**config.mk**
```make
export PLATFORM = sky130hd
export DESIGN_NAME = pc_fetch_unit_flat
export DESIGN_NICKNAME = d
export VERILOG_FILES = /design/src/rtl/pc_fetch_unit_if.sv /design/src/rtl/pc_fetch_unit.sv /design/src/flat_wrapper.sv
export SDC_FILE = /design/constraint.sdc
export NUM_CORES = 1
export LEC_CHECK = 0
export CAP_MARGIN = 10
export CELL_PAD_IN_SITES_DETAIL_PLACEMENT = 0
export CELL_PAD_IN_SITES_GLOBAL_PLACEMENT = 2
export CORE_ASPECT_RATIO = 0.8
export CORE_MARGIN = 5
export CORE_UTILIZATION = 20
export DETAILED_ROUTE_END_ITERATION = 8
export PLACE_DENSITY = 0.83
export SYNTH_ARGS = -nofsm -noshare
export SYNTH_HDL_FRONTEND = slang
export SYNTH_SLANG_ARGS = --single-unit
```
**constraint.sdc**
```tcl
create_clock -name clk -period 2 [get_ports clk]
set_input_delay 0.4 -clock clk [delete_from_list [all_inputs] [get_ports clk]]
set_output_delay 0.4 -clock clk [all_outputs]
set_load 0.01 [all_outputs]
```
**src/rtl/pc_fetch_unit_if.sv**
```systemverilog
// Instruction-fetch bus: imem request/response plus the instr hand-off to decode.
// master = fetch unit, slave = imem + downstream consumer.
interface pc_fetch_unit_if;
  logic        imem_req;
  logic [31:0] imem_addr;
  logic [31:0] imem_rdata;
  logic        imem_ready;
  logic [31:0] instr;
  logic        instr_valid;
  logic        instr_ready;

  modport master (
    output imem_req, imem_addr, instr, instr_valid,
    input  imem_rdata, imem_ready, instr_ready
  );

  modport slave (
    input  imem_req, imem_addr, instr, instr_valid,
    output imem_rdata, imem_ready, instr_ready
  );
endinterface

```
**src/rtl/pc_fetch_unit.sv**
```systemverilog
// pc_fetch_unit: architectural PC register and single-outstanding instruction fetch.
// Optional macro FETCH_TIMEOUT_EN adds an imem wait-cycle limit (TIMEOUT_CYCLES)
// that raises the sticky fetch_timeout flag and parks the block in ERR.
//
// state | meaning
// IDLE  | just out of reset, first request issued on the next edge
// FETCH | imem_req high at imem_addr=pc, waiting for imem_ready
// HOLD  | instr_valid high, waiting for the consumer to take instr
// ERR   | misaligned npc or imem timeout; parked until reset
module pc_fetch_unit #(
  parameter logic [31:0] RESET_PC       = 32'h0000_0000,
  parameter int unsigned TIMEOUT_CYCLES = 16
) (
  input  logic            clk,
  input  logic            rstn,
  input  logic [31:0]     npc,
  output logic [31:0]     pc,
  pc_fetch_unit_if.master bus,
  output logic            misalign,
  output logic            fetch_timeout
);

  typedef enum logic [1:0] {
    IDLE  = 2'd0,
    FETCH = 2'd1,
    HOLD  = 2'd2,
    ERR   = 2'd3
  } state_t;

  state_t      state_q, state_d;
  logic [31:0] pc_q, pc_d;
  logic        req_q, req_d;
  logic [31:0] instr_q, instr_d;
  logic        valid_q, valid_d;
  logic        misalign_q, misalign_d;
  logic        npc_aligned;
  logic        tmo_hit;

  assign npc_aligned = (npc[1:0] == 2'b00);

`ifdef FETCH_TIMEOUT_EN
  localparam logic [7:0] TMO_LIMIT = TIMEOUT_CYCLES[7:0];

  logic [7:0] wait_cnt_q, wait_cnt_d;
  logic [7:0] wait_inc;
  logic       timeout_q, timeout_d;

  // Saturating wait count; the limit fires on the cycle the count would reach it.
  assign wait_inc = (wait_cnt_q == 8'hFF) ? 8'hFF : wait_cnt_q + 8'd1;
  assign tmo_hit  = (state_q == FETCH) && !bus.imem_ready && (wait_inc == TMO_LIMIT);
`else
  assign tmo_hit  = 1'b0;
`endif

  // State register with synchronous active-low reset.
  always_ff @(posedge clk) begin
    if (!rstn) state_q <= IDLE;
    else       state_q <= state_d;
  end

  // Next-state logic; imem_ready wins over a timeout in the same cycle.
  always_comb begin
    state_d = state_q;
    case (state_q)
      IDLE:    state_d = FETCH;
      FETCH: begin
        if (bus.imem_ready) state_d = HOLD;
        else if (tmo_hit)   state_d = ERR;
      end
      HOLD: begin
        if (bus.instr_ready) state_d = npc_aligned ? FETCH : ERR;
      end
      ERR:     state_d = ERR;
      default: state_d = IDLE;
    endcase
  end

  // Next values for the registered outputs and datapath.
  always_comb begin
    pc_d       = pc_q;
    req_d      = req_q;
    instr_d    = instr_q;
    valid_d    = valid_q;
    misalign_d = misalign_q;
`ifdef FETCH_TIMEOUT_EN
    wait_cnt_d = wait_cnt_q;
    timeout_d  = timeout_q;
`endif
    case (state_q)
      IDLE: begin
        req_d = 1'b1;
`ifdef FETCH_TIMEOUT_EN
        wait_cnt_d = 8'd0;
`endif
      end
      FETCH: begin
        if (bus.imem_ready) begin
          instr_d = bus.imem_rdata;
          valid_d = 1'b1;
          req_d   = 1'b0;
        end
`ifdef FETCH_TIMEOUT_EN
        else begin
          wait_cnt_d = wait_inc;
          if (tmo_hit) begin
            timeout_d = 1'b1;
            req_d     = 1'b0;
          end
        end
`endif
      end
      HOLD: begin
        if (bus.instr_ready) begin
          // Misaligned npc is still loaded so it is visible for debug.
          pc_d    = npc;
          valid_d = 1'b0;
          if (npc_aligned) begin
            req_d = 1'b1;
`ifdef FETCH_TIMEOUT_EN
            wait_cnt_d = 8'd0;
`endif
          end else begin
            misalign_d = 1'b1;
          end
        end
      end
      ERR: begin
        req_d   = 1'b0;
        valid_d = 1'b0;
      end
      default: begin
        req_d   = 1'b0;
        valid_d = 1'b0;
      end
    endcase
  end

  // Datapath and output registers; reset abandons any outstanding request.
  always_ff @(posedge clk) begin
    if (!rstn) begin
      pc_q       <= RESET_PC;
      req_q      <= 1'b0;
      instr_q    <= 32'h0;
      valid_q    <= 1'b0;
      misalign_q <= 1'b0;
    end else begin
      pc_q       <= pc_d;
      req_q      <= req_d;
      instr_q    <= instr_d;
      valid_q    <= valid_d;
      misalign_q <= misalign_d;
    end
  end

`ifdef FETCH_TIMEOUT_EN
  // Wait counter and sticky timeout flag.
  always_ff @(posedge clk) begin
    if (!rstn) begin
      wait_cnt_q <= 8'd0;
      timeout_q  <= 1'b0;
    end else begin
      wait_cnt_q <= wait_cnt_d;
      timeout_q  <= timeout_d;
    end
  end

  assign fetch_timeout = timeout_q;
`else
  // No timeout logic in this build; the limit only matters with the feature on.
  assign fetch_timeout = 1'b0 & (TIMEOUT_CYCLES == 0);
`endif

  assign pc              = pc_q;
  assign bus.imem_req    = req_q;
  assign bus.imem_addr   = pc_q;
  assign bus.instr       = instr_q;
  assign bus.instr_valid = valid_q;
  assign misalign        = misalign_q;

endmodule

```
**src/flat_wrapper.sv**
```systemverilog
// flat-port wrapper written by rule: the top's interface ports become plain ports
module pc_fetch_unit_flat 
#(
  parameter logic [31:0] RESET_PC       = 32'h0000_0000,
  parameter int unsigned TIMEOUT_CYCLES = 16
)
  (clk, rstn, npc, pc, misalign, fetch_timeout, bus_imem_req, bus_imem_addr, bus_instr, bus_instr_valid, bus_imem_rdata, bus_imem_ready, bus_instr_ready);
  pc_fetch_unit_if bus_i ();
  input  logic clk;
  input  logic rstn;
  input  logic [31:0] npc;
  output logic [31:0] pc;
  output logic misalign;
  output logic fetch_timeout;
  output wire logic [$bits(bus_i.imem_req)-1:0] bus_imem_req;
  output wire logic [$bits(bus_i.imem_addr)-1:0] bus_imem_addr;
  output wire logic [$bits(bus_i.instr)-1:0] bus_instr;
  output wire logic [$bits(bus_i.instr_valid)-1:0] bus_instr_valid;
  input wire logic [$bits(bus_i.imem_rdata)-1:0] bus_imem_rdata;
  input wire logic [$bits(bus_i.imem_ready)-1:0] bus_imem_ready;
  input wire logic [$bits(bus_i.instr_ready)-1:0] bus_instr_ready;
  assign bus_imem_req = bus_i.imem_req;
  assign bus_imem_addr = bus_i.imem_addr;
  assign bus_instr = bus_i.instr;
  assign bus_instr_valid = bus_i.instr_valid;
  assign bus_i.imem_rdata = bus_imem_rdata;
  assign bus_i.imem_ready = bus_imem_ready;
  assign bus_i.instr_ready = bus_instr_ready;
  pc_fetch_unit #(.RESET_PC(RESET_PC), .TIMEOUT_CYCLES(TIMEOUT_CYCLES)) u_core (.clk(clk), .rstn(rstn), .npc(npc), .pc(pc), .bus(bus_i), .misalign(misalign), .fetch_timeout(fetch_timeout));
endmodule
```
==> reports/metrics.yaml <==
die:
  core_um2: 13400
  die_h_um: 114
  fp-row-count: 38
  start_util_pct: 20.2
  die_area_um2: 16000
  die_x_um: 140
  ioPinCount: 168
logic_synthesis:
  synth_cell_type_count: 20
  ys_ff_latch: 69
  synth_compound_area_share_pct: 13.4
  yosysSeqAreaShare_pct: 51.0
  yosys.area_share.adder_pct: 0
  synth_area_um2: 2710
  avgSynthCellArea_um2: 8.04
  netlist_instances: 337
  synthesis.nets: 405
  synth_warnings: 0
  synth_top_family_by_area: "simple AND/OR/NAND/NOR gates"
  muxShareOfSynthArea_pct: 0
  synth-xor-area-share_pct: 0
  synth_simple_gate_area_share_pct: 20.7
timing:
  drv_slew: 0
  finClkSkew_ns: 0.00432
  fin_crit_sh_pct: 83.6
  fmax_mhz: 598
  hold_viol_final: 0
  hold_ws_ns: 0.453
  grt_setup_unrepaired: "no"
  final-setup-viol-count: 0
  period_needed_ns: 1.67
  tns_ns: 0
worst_hold_path:
  hold_depth: 2
  hold_class: "register to register"
  worstHoldStart: "u_core.bus.instr[5]$_SDFFE_PN0P_"
  hold_end: "u_core.bus.instr[5]$_SDFFE_PN0P_"
clock_network:
  insertion_delay_ns: 0.33
  cts_buffers: 9
  cts_setup_buffers: 0
  cts_sinks: 69
  clkTransAtPathRegs_ns: 0.06
  cts_tree: "done"
  clockRootBuffer: "clkbuf_16"
  cts_resized: 0
  cts_buffer_depth: 2
  cts_hold_buf: 0
  htree_num_levels: 3
setup_path:
  cp_max_fo: 3
  critPathBufInv: 1
  timing.reg2reg.setup_slack_ns: 0.70
  required_ns: 1.60
  cp.arrival_ns: 1.27
  r2r-start: "u_core.state_q[0]$_SDFFE_PN0P_"
  ff2ff_path_depth: 4
  path_cells: "clkdlybuf4s50_1"
  crit_path_end_kind: "primary output"
  reg2reg_to: "u_core.bus.instr[8]$_SDFFE_PN0P_"
  slowest_delay_ns: 0.56
  slowest_stage: "clkdlybuf4s50_1"
  startpoint_type: "register"
  cp_top_family: "buffers and inverters"
  path_class: "register to primary output"
power_and_ir_drop:
  peakVddDrop_uv: 357
  power.density_nw_per_um2: 769
  power_uw: 3520
  p_leak_uw: 0.00157
global_route:
  grt_overflow_total: 0
  grt_max_degree: 70
  first_global_vias: 2462
  grt_pass1_wl_um: 13200
  track_usage_pct: 10.4
  antenna_found_initial: 0
cells_and_area:
  area_growth_syn_to_layout_pct: 69.0
  nFillCells: 1415
  drive_above_1_share_pct: 5.74
  fin_cells: 650
  regArea_um2: 1380
  multi_input_area_um2: 930
  antennaDiodeCount: 0
  utilization_pct: 34.1
  fin_nets: 533
drt:
  post_drt_via_cell_ratio: 3.94
  top_layer_used: "met4"
  initialDrtViolationCount: 59
  wirelength_um: 8360
  ant_nets: 0
  detail_route.wl_per_cell_um: 12.9
  wl_met1_um: 3670
  met2_length_um: 3860
  drc_errors: 0
  met3RoutedLength_um: 693
  vias: 2560
  drtPass1Iterations: 4
placement:
  dp.cells: 634
  dp_hpwl_um: 5930
  gp_congestion: 0.697
  port_buffers: 166
flow_run:
  max_cap_violations: 0
outcome:
  status: "completed"
[state kept, by name, indices dropped and copies added (netlist names)]
| signal | cells |
|---|---|
| u_core.bus.imem_addr | 32 |
| u_core.bus.instr | 32 |
| u_core.state_q | 2 |
| u_core.bus.imem_req | 1 |
| u_core.bus.instr_valid | 1 |
| u_core.misalign | 1 |
[metal layers]
metal / GRT usage, % / vias up
li1: - / 1297
met5: 0 / -
met1: 12.5 / 1151
met4: 3.74 / 0
met3: 4.59 / 12
met2: 16.5 / 100
[power by group]
| group | internal, µW | leakage [µW] | switching (µW) | total (µW) |
|---|---|---|---|---|
| clock | 996 | 0.000152 | 602 | 1600 |
| combinational | 273 | 0.000856 | 182 | 454 |
| sequential | 1430 | 0.000561 | 35.5 | 1460 |
[worst max-delay path by stage]
stage	slack (ns)	start	cells past startpoint	end
6_report	0.33	u_core.bus.imem_addr[0]$_SDFFE_PN0P_	1	bus_imem_addr[0]
5_1_grt	0.24	u_core.bus.imem_addr[18]$_SDFFE_PN0P_	1	pc[18]
4_1_cts	0.28	u_core.bus.imem_addr[0]$_SDFFE_PN0P_	1	bus_imem_addr[0]
3_5_place_dp	0.26	bus_imem_ready	5	u_core.bus.instr[8]$_SDFFE_PN0P_
3_3_place_gp	0.27	npc[0]	4	u_core.state_q[1]$_SDFFE_PN0P_
2_1_floorplan	0.77	rstn	4	u_core.bus.instr[21]$_SDFFE_PN0P_
[per-stage QoR]
stage,area (µm²),setup WS [ns]
after detailed placement,4280,0.261
after global placement,4280,0.265
after CTS,4580,0.279
after floorplan,2710,0.766
final,4580,0.328
after global routing,4580,0.243
[cells in the final DEF (no fill, tap or decap), drive strengths merged]
cell             n
a21oi           66
a22oi            1
a31oi            1
and3b            2
buf              6
bufinv           1
clkbuf          10
clkdlybuf4s50  166
clkinv           5
conb             1
dfxtp           69
inv              2
nand2          129
nand3b           2
nor2             2
nor3             1
nor3b            1
o21ai            3
or2              1
or4b             1
[layout make-up]
cell class | instances | area share [%]
timing repair buffer | 172 | 37.8
sequential | 69 | 30.2
multi-input combinational | 211 | 20.3
clock buffer | 10 | 5.22
tap | 180 | 4.92
clock inverter | 6 | 1.37
inverter | 2 | 0.164
[synthesized netlist by cell type]
| cell | count | area share, % |
|---|---|---|
| or2_2 | 1 | 0.23 |
| a31oi_1 | 1 | 0.23 |
| nor3b_1 | 1 | 0.28 |
| clkbuf_1 | 7 | 0.97 |
| nor2_1 | 2 | 0.28 |
| buf_4 | 37 | 10 |
| inv_1 | 1 | 0.14 |
| buf_6 | 5 | 2.1 |
| dfxtp_1 | 69 | 51 |
| a22oi_2 | 1 | 0.46 |
| nand2_1 | 129 | 18 |
| clkinv_1 | 1 | 0.14 |
| or4b_4 | 1 | 0.51 |
| buf_2 | 6 | 1.1 |
| conb_1 | 1 | 0.14 |
| a21oi_1 | 66 | 12 |
| o21ai_0 | 3 | 0.55 |
| nand3b_1 | 2 | 0.55 |
| nor3_2 | 1 | 0.37 |
| and3b_1 | 2 | 0.65 |
[logic make-up (layout without fill, tap and decap cells)]
kind of cell	after synthesis	in the layout
simple gates	139	139
flops	69	69
buf+inv	57	190
compound gates	71	71
other cells	1	1
(Power assumes the default switching activity.)
